File: config.mk
export PLATFORM = sky130hd
export DESIGN_NAME = butterfly_unit
export DESIGN_NICKNAME = d
export VERILOG_FILES = /design/src/rtl/butterfly_unit.sv
export SDC_FILE = /design/constraint.sdc
export NUM_CORES = 2
export LEC_CHECK = 0
export ABC_CLOCK_PERIOD_IN_PS = 7400
export BUFFER_PORTS_ARGS = -buffer_cell sky130_fd_sc_hd__buf_4
export CORE_UTILIZATION = 50
export CTS_BUF_LIST = sky130_fd_sc_hd__clkbuf_2
export DETAILED_ROUTE_END_ITERATION = 10
export PLACE_DENSITY = 0.66
export SYNTH_ARGS = -nofsm -noshare
export SYNTH_HDL_FRONTEND = slang
export SYNTH_SLANG_ARGS = --single-unit
File: constraint.sdc
create_clock -name clk -period 7.4 [get_ports clk]
set_input_delay 0.37 -clock clk [delete_from_list [all_inputs] [get_ports clk]]
set_output_delay 0.37 -clock clk [all_outputs]
set_load 0.01 [all_outputs]
File: src/rtl/butterfly_unit.sv
// butterfly_unit: pipelined radix-2 DIT butterfly for a 32-point complex FFT.
//   A = a + W*b, B = a - W*b, W = W32^k taken from an internal 16-entry ROM.
//   Two register stages: twiddle multiply + rounding, then add/subtract + reduce.
//   Optional build macro BUTTERFLY_SAT_EN: saturate results instead of wrapping.
module butterfly_unit #(
    parameter int data_size = 15
) (
    input  logic                 clk,
    input  logic                 rst,
    input  logic [data_size:0]   i_data_ra,
    input  logic [data_size:0]   i_data_ca,
    input  logic [data_size:0]   i_data_rb,
    input  logic [data_size:0]   i_data_cb,
    input  logic [3:0]           twiddle_num,
    output logic [data_size:0]   o_data_ra,
    output logic [data_size:0]   o_data_ca,
    output logic [data_size:0]   o_data_rb,
    output logic [data_size:0]   o_data_cb
);

    localparam int W  = data_size + 1;   // data word width
    localparam int SW = data_size + 3;   // width of W*b and of the stage-2 sums
    localparam int PW = 2 * W + 1;       // full complex-product width

`ifdef BUTTERFLY_SAT_EN
    localparam logic signed [SW-1:0] SAT_MAX = SW'((2 ** data_size) - 1);
    localparam logic signed [SW-1:0] SAT_MIN = -SW'(2 ** data_size);
`endif

    logic signed [15:0]   wr, wi;
    logic signed [W-1:0]  ra_s, ca_s, rb_s, cb_s;
    logic signed [PW-1:0] prod_r, prod_i, rnd_r, rnd_i;

    logic signed [W-1:0]  ar_d, ai_d, ar_q, ai_q;
    logic signed [SW-1:0] wbr_d, wbi_d, wbr_q, wbi_q;
    logic signed [SW-1:0] sum [4];
    logic [W-1:0]         out_d [4];
    logic [W-1:0]         out_q [4];

    assign ra_s = $signed(i_data_ra);
    assign ca_s = $signed(i_data_ca);
    assign rb_s = $signed(i_data_rb);
    assign cb_s = $signed(i_data_cb);

    // Twiddle ROM: Q2.14 cos / -sin of 2*pi*k/32, rounded to nearest.
    always_comb begin
        // NOTE: defaults first so every path assigns both outputs and no latch is inferred.
        wr = 16'sd0;
        wi = 16'sd0;
        case (twiddle_num)
            4'd0:  begin wr =  16'sd16384; wi =  16'sd0;     end
            4'd1:  begin wr =  16'sd16069; wi = -16'sd3196;  end
            4'd2:  begin wr =  16'sd15137; wi = -16'sd6270;  end
            4'd3:  begin wr =  16'sd13623; wi = -16'sd9102;  end
            4'd4:  begin wr =  16'sd11585; wi = -16'sd11585; end
            4'd5:  begin wr =  16'sd9102;  wi = -16'sd13623; end
            4'd6:  begin wr =  16'sd6270;  wi = -16'sd15137; end
            4'd7:  begin wr =  16'sd3196;  wi = -16'sd16069; end
            4'd8:  begin wr =  16'sd0;     wi = -16'sd16384; end
            4'd9:  begin wr = -16'sd3196;  wi = -16'sd16069; end
            4'd10: begin wr = -16'sd6270;  wi = -16'sd15137; end
            4'd11: begin wr = -16'sd9102;  wi = -16'sd13623; end
            4'd12: begin wr = -16'sd11585; wi = -16'sd11585; end
            4'd13: begin wr = -16'sd13623; wi = -16'sd9102;  end
            4'd14: begin wr = -16'sd15137; wi = -16'sd6270;  end
            4'd15: begin wr = -16'sd16069; wi = -16'sd3196;  end
            default: begin wr = 16'sd0;    wi = 16'sd0;      end
        endcase
    end

    // Stage-1 next state: complex multiply W*b, round half up to Q0, pass a along.
    always_comb begin
        prod_r = PW'(rb_s) * PW'(wr) - PW'(cb_s) * PW'(wi);
        prod_i = PW'(rb_s) * PW'(wi) + PW'(cb_s) * PW'(wr);
        rnd_r  = prod_r + PW'(8192);
        rnd_i  = prod_i + PW'(8192);
        wbr_d  = SW'(rnd_r >>> 14);
        wbi_d  = SW'(rnd_i >>> 14);
        ar_d   = ra_s;
        ai_d   = ca_s;
    end

    // Stage-1 registers, cleared asynchronously by rst.
    always_ff @(posedge clk or posedge rst) begin
        // NOTE: sequential state uses non-blocking assignments so all registers update together.
        if (rst) begin
            ar_q  <= '0;
            ai_q  <= '0;
            wbr_q <= '0;
            wbi_q <= '0;
        end else begin
            ar_q  <= ar_d;
            ai_q  <= ai_d;
            wbr_q <= wbr_d;
            wbi_q <= wbi_d;
        end
    end

    // Stage-2 next state: butterfly sums at full width, then reduce to W bits.
    always_comb begin
        sum[0] = SW'(ar_q) + wbr_q;
        sum[1] = SW'(ai_q) + wbi_q;
        sum[2] = SW'(ar_q) - wbr_q;
        sum[3] = SW'(ai_q) - wbi_q;
        for (int i = 0; i < 4; i++) begin
`ifdef BUTTERFLY_SAT_EN
            if (sum[i] > SAT_MAX)
                out_d[i] = SAT_MAX[W-1:0];
            else if (sum[i] < SAT_MIN)
                out_d[i] = SAT_MIN[W-1:0];
            else
                out_d[i] = sum[i][W-1:0];
`else
            out_d[i] = sum[i][W-1:0];
`endif
        end
    end

    // Output registers, cleared asynchronously by rst.
    always_ff @(posedge clk or posedge rst) begin
        if (rst) begin
            for (int i = 0; i < 4; i++) out_q[i] <= '0;
        end else begin
            for (int i = 0; i < 4; i++) out_q[i] <= out_d[i];
        end
    end

    assign o_data_ra = out_q[0];
    assign o_data_ca = out_q[1];
    assign o_data_rb = out_q[2];
    assign o_data_cb = out_q[3];

    // Bits dropped by the rounding shift and, in the wrap build, the sum guard bits.
    logic unused_bits;
    assign unused_bits = ^{rnd_r[13:0], rnd_r[PW-1:SW+14], rnd_i[13:0], rnd_i[PW-1:SW+14],
                           sum[0][SW-1:W], sum[1][SW-1:W], sum[2][SW-1:W], sum[3][SW-1:W]};

endmodule

==> metrics.cfg <==
[outcome]
status=complete, no violations

[yosys]
synth_area_leaders=fa_1 50%, inv_1 11%, ha_1 10%, dfrtp_1 7.2%, and2_1 6.6%
ys_types=64
yosys_register_bits=126
synth.most_common_cell=inv_1
synth_area_leader_cell=fa_1
mappedNetlistArea_mm2=0.0440
synth_edf_count=0
synth_warnings=0
synth_fp_nets=6159
ys_top_cells_by_count=1305 x inv_1, 1088 x fa_1, 464 x and2_1
synth_flop_cell=dfrtp_1
synthArstFlopShare_pct=100
synth_top_area_share_pct=49.5
postSynthAreaPerCell_um2=9.46
synth-seq-area-share_pct=7.17
synthCells=4646

[place]
pre_cts_ws_ps=-924
gp_congestion=0.916
place.port_buffers=133
hpwl_um=93400

[final_layout]
nFillCells=7553
drive_gt1_share_pct=14.7
fin_nets=6588
area_delta_synth_final_pct=15.6
regArea_mm2=0.00315
multi_input_area_mm2=0.0357

[clock_network]
cts_root_buffer=clkbuf_2
clk_pin_slew_ps=220
numCtsBuffers=17
cts_buffer_depth=2
insertion_delay_ps=870
h-tree-depth=4
cts.sinks=126
cts_tree=done

[critical_path]
crit_type=in -> reg
cp_max_fo=11
cp.arrival_ps=8020
endpoint_kind=register
max_stage_delay_ps=600
cp_slowest_cell=fa_1
start_kind=input port
cpMostUsedCell=fa_1
required_ps=8180

[timing]
relSlewSlack_pct=47.0
finalHoldViolations=0
max_clock_freq_mhz=138
clock_skew_ps=54.3
setup_viol=0
tightest_slew_ps=796
rsz0062_at_grt=yes
slew_violations=0
period_needed_ps=7240
layout_setup_ws_ps=156
period_share_pct=97.9

[die]
die_h_um=299
dieArea_mm2=0.0891
die_w_um=299
std_cell_rows=108
start_util_pct=50.6
core_area_mm2=0.0869
io-pin-count=134

[global_routing]
grt_util_all_layers_pct=26.5
overflow=0
grt_pass1_vias=34100
met2_usage_pct=44.1
use_met3_pct=2.85
grt_use_met1_pct=37.4
grt_max_degree=65
antenna_found_initial=3
grt_pass1_wl_um=183000
busiest_layer=met2

[detailed_routing]
antenna_left=0
routed-via-count=31000
drtIter0Drc=1842
drt_pre_antenna_iters=5
drt_wl_total_um=111000
wl_per_cell_um=17.7
drc=0
vias_per_cell=4.97

[worst_hold_path]
hold_class=in -> reg

[run]
drv_cap=0

[sequential cells by signal, indices dropped and copies added (netlist names)]
signal and cells:
wbi_q 16, ai_q 16, wbr_q 16, o_data_ca 16, o_data_cb 15, o_data_rb 16, o_data_ra 15, ar_q 16
[timing repair]
| item | 4_1_cts | 5_1_grt |
|---|---|---|
| buffers inserted | 0 | 30 |
| resized for setup | 0 | 129 |
| endpoints found under the setup margin | 0 | 20 |
| hold endpoints to repair | 95 | 0 |
| hold buffers | 33 | 0 |
[critical path: cells and delay by family]
family          cells  cell delay (ps)
compound gates      5             1020
xor+xnor            1              150
fa+ha+maj          10             4410
buf+inv            11             1300
mux                 1              500
simple gates        2              250
[metal layers]
| layer | vias to the layer above | wire length (µm) | share of wire, % |
|---|---|---|---|
| met3 | 101 | 5930 | 5.4 |
| met5 | - | 9 | 0.0081 |
| met4 | 2 | 2150 | 1.9 |
| met1 | 16000 | 48100 | 43 |
| met2 | 808 | 54500 | 49 |
| li1 | 14100 | - | - |
[path summary, 6_finish.rpt]
| path | slack, ps | startpoint | end | cells past startpoint |
|---|---|---|---|---|
| max in group asynchronous | 6070 | rst | wbr_q[8] | 4 |
| max reg2reg | 4450 | wbr_q[0] | o_data_rb[14] | 11 |
| min reg2reg | 590 | wbi_q[0] | o_data_ca[0] | 2 |
| min | 120 | i_data_ra[11] | ar_q[11] | 2 |
| min in group asynchronous | 130 | rst | wbi_q[9] | 3 |
| max | 160 | twiddle_num[1] | wbi_q[15] | 30 |
[final cells by class]
cell class	count	share of cell area, %
diodes	1	0.00492
clock buffers	19	0.187
clock inverters	12	0.335
inverters	1306	9.70
multi-input cells	3003	70.3
flip-flops and latches	126	6.20
well taps	1155	2.84
repair buffers	621	10.4
[metrics by stage]
| step | hold slack (ps) | instances | util [%] | instance area, µm² | TNS [ps] |
|---|---|---|---|---|---|
| floorplan | 401 | 4646 | - | 44100 | -1480 |
| global placement | 479 | 6150 | 56.9 | 49400 | -16170 |
| detailed placement | 480 | 6150 | 56.9 | 49400 | -17890 |
| CTS | 25.1 | 6214 | 57.5 | 50000 | 0 |
| global route | 52.3 | 6243 | 58.5 | 50800 | -165 |
| finish | 119 | 6243 | 58.5 | 50800 | 0 |
[cells in the final DEF, fill, tap and decap left out, drive strengths merged, types with 4 or more instances in the layout]
cell            n
a211o           5
a211oi         10
a21o           16
a21oi          67
a221oi          5
a31oi           7
and2          464
and3           35
buf           586
bufinv          4
clkbuf         21
clkinv          8
clkinvlp        6
dfrtp         126
dlygate4sd3    33
fa           1088
ha            355
inv          1300
nand2         446
nand2b         50
nand3          12
nand4           5
nor2           99
nor2b          45
nor3           21
o211ai          8
o21a           11
o21ai          42
o21bai         15
or3            11
xnor2         112
xor2           40
[logic make-up after synthesis]
family          Yosys count  synth area share (%)
simple gates           1195                  13.9
flops                   126                  7.17
compound gates          210                  3.15
xor+xnor                152                  3.03
buf+inv                1518                  13.0
mux                       2                0.0740
fa+ha+maj              1443                  59.7
Power is left out: the tool's default activity adds up to more than one toggle a clock period on the data nets, which glitch-free logic cannot reach.
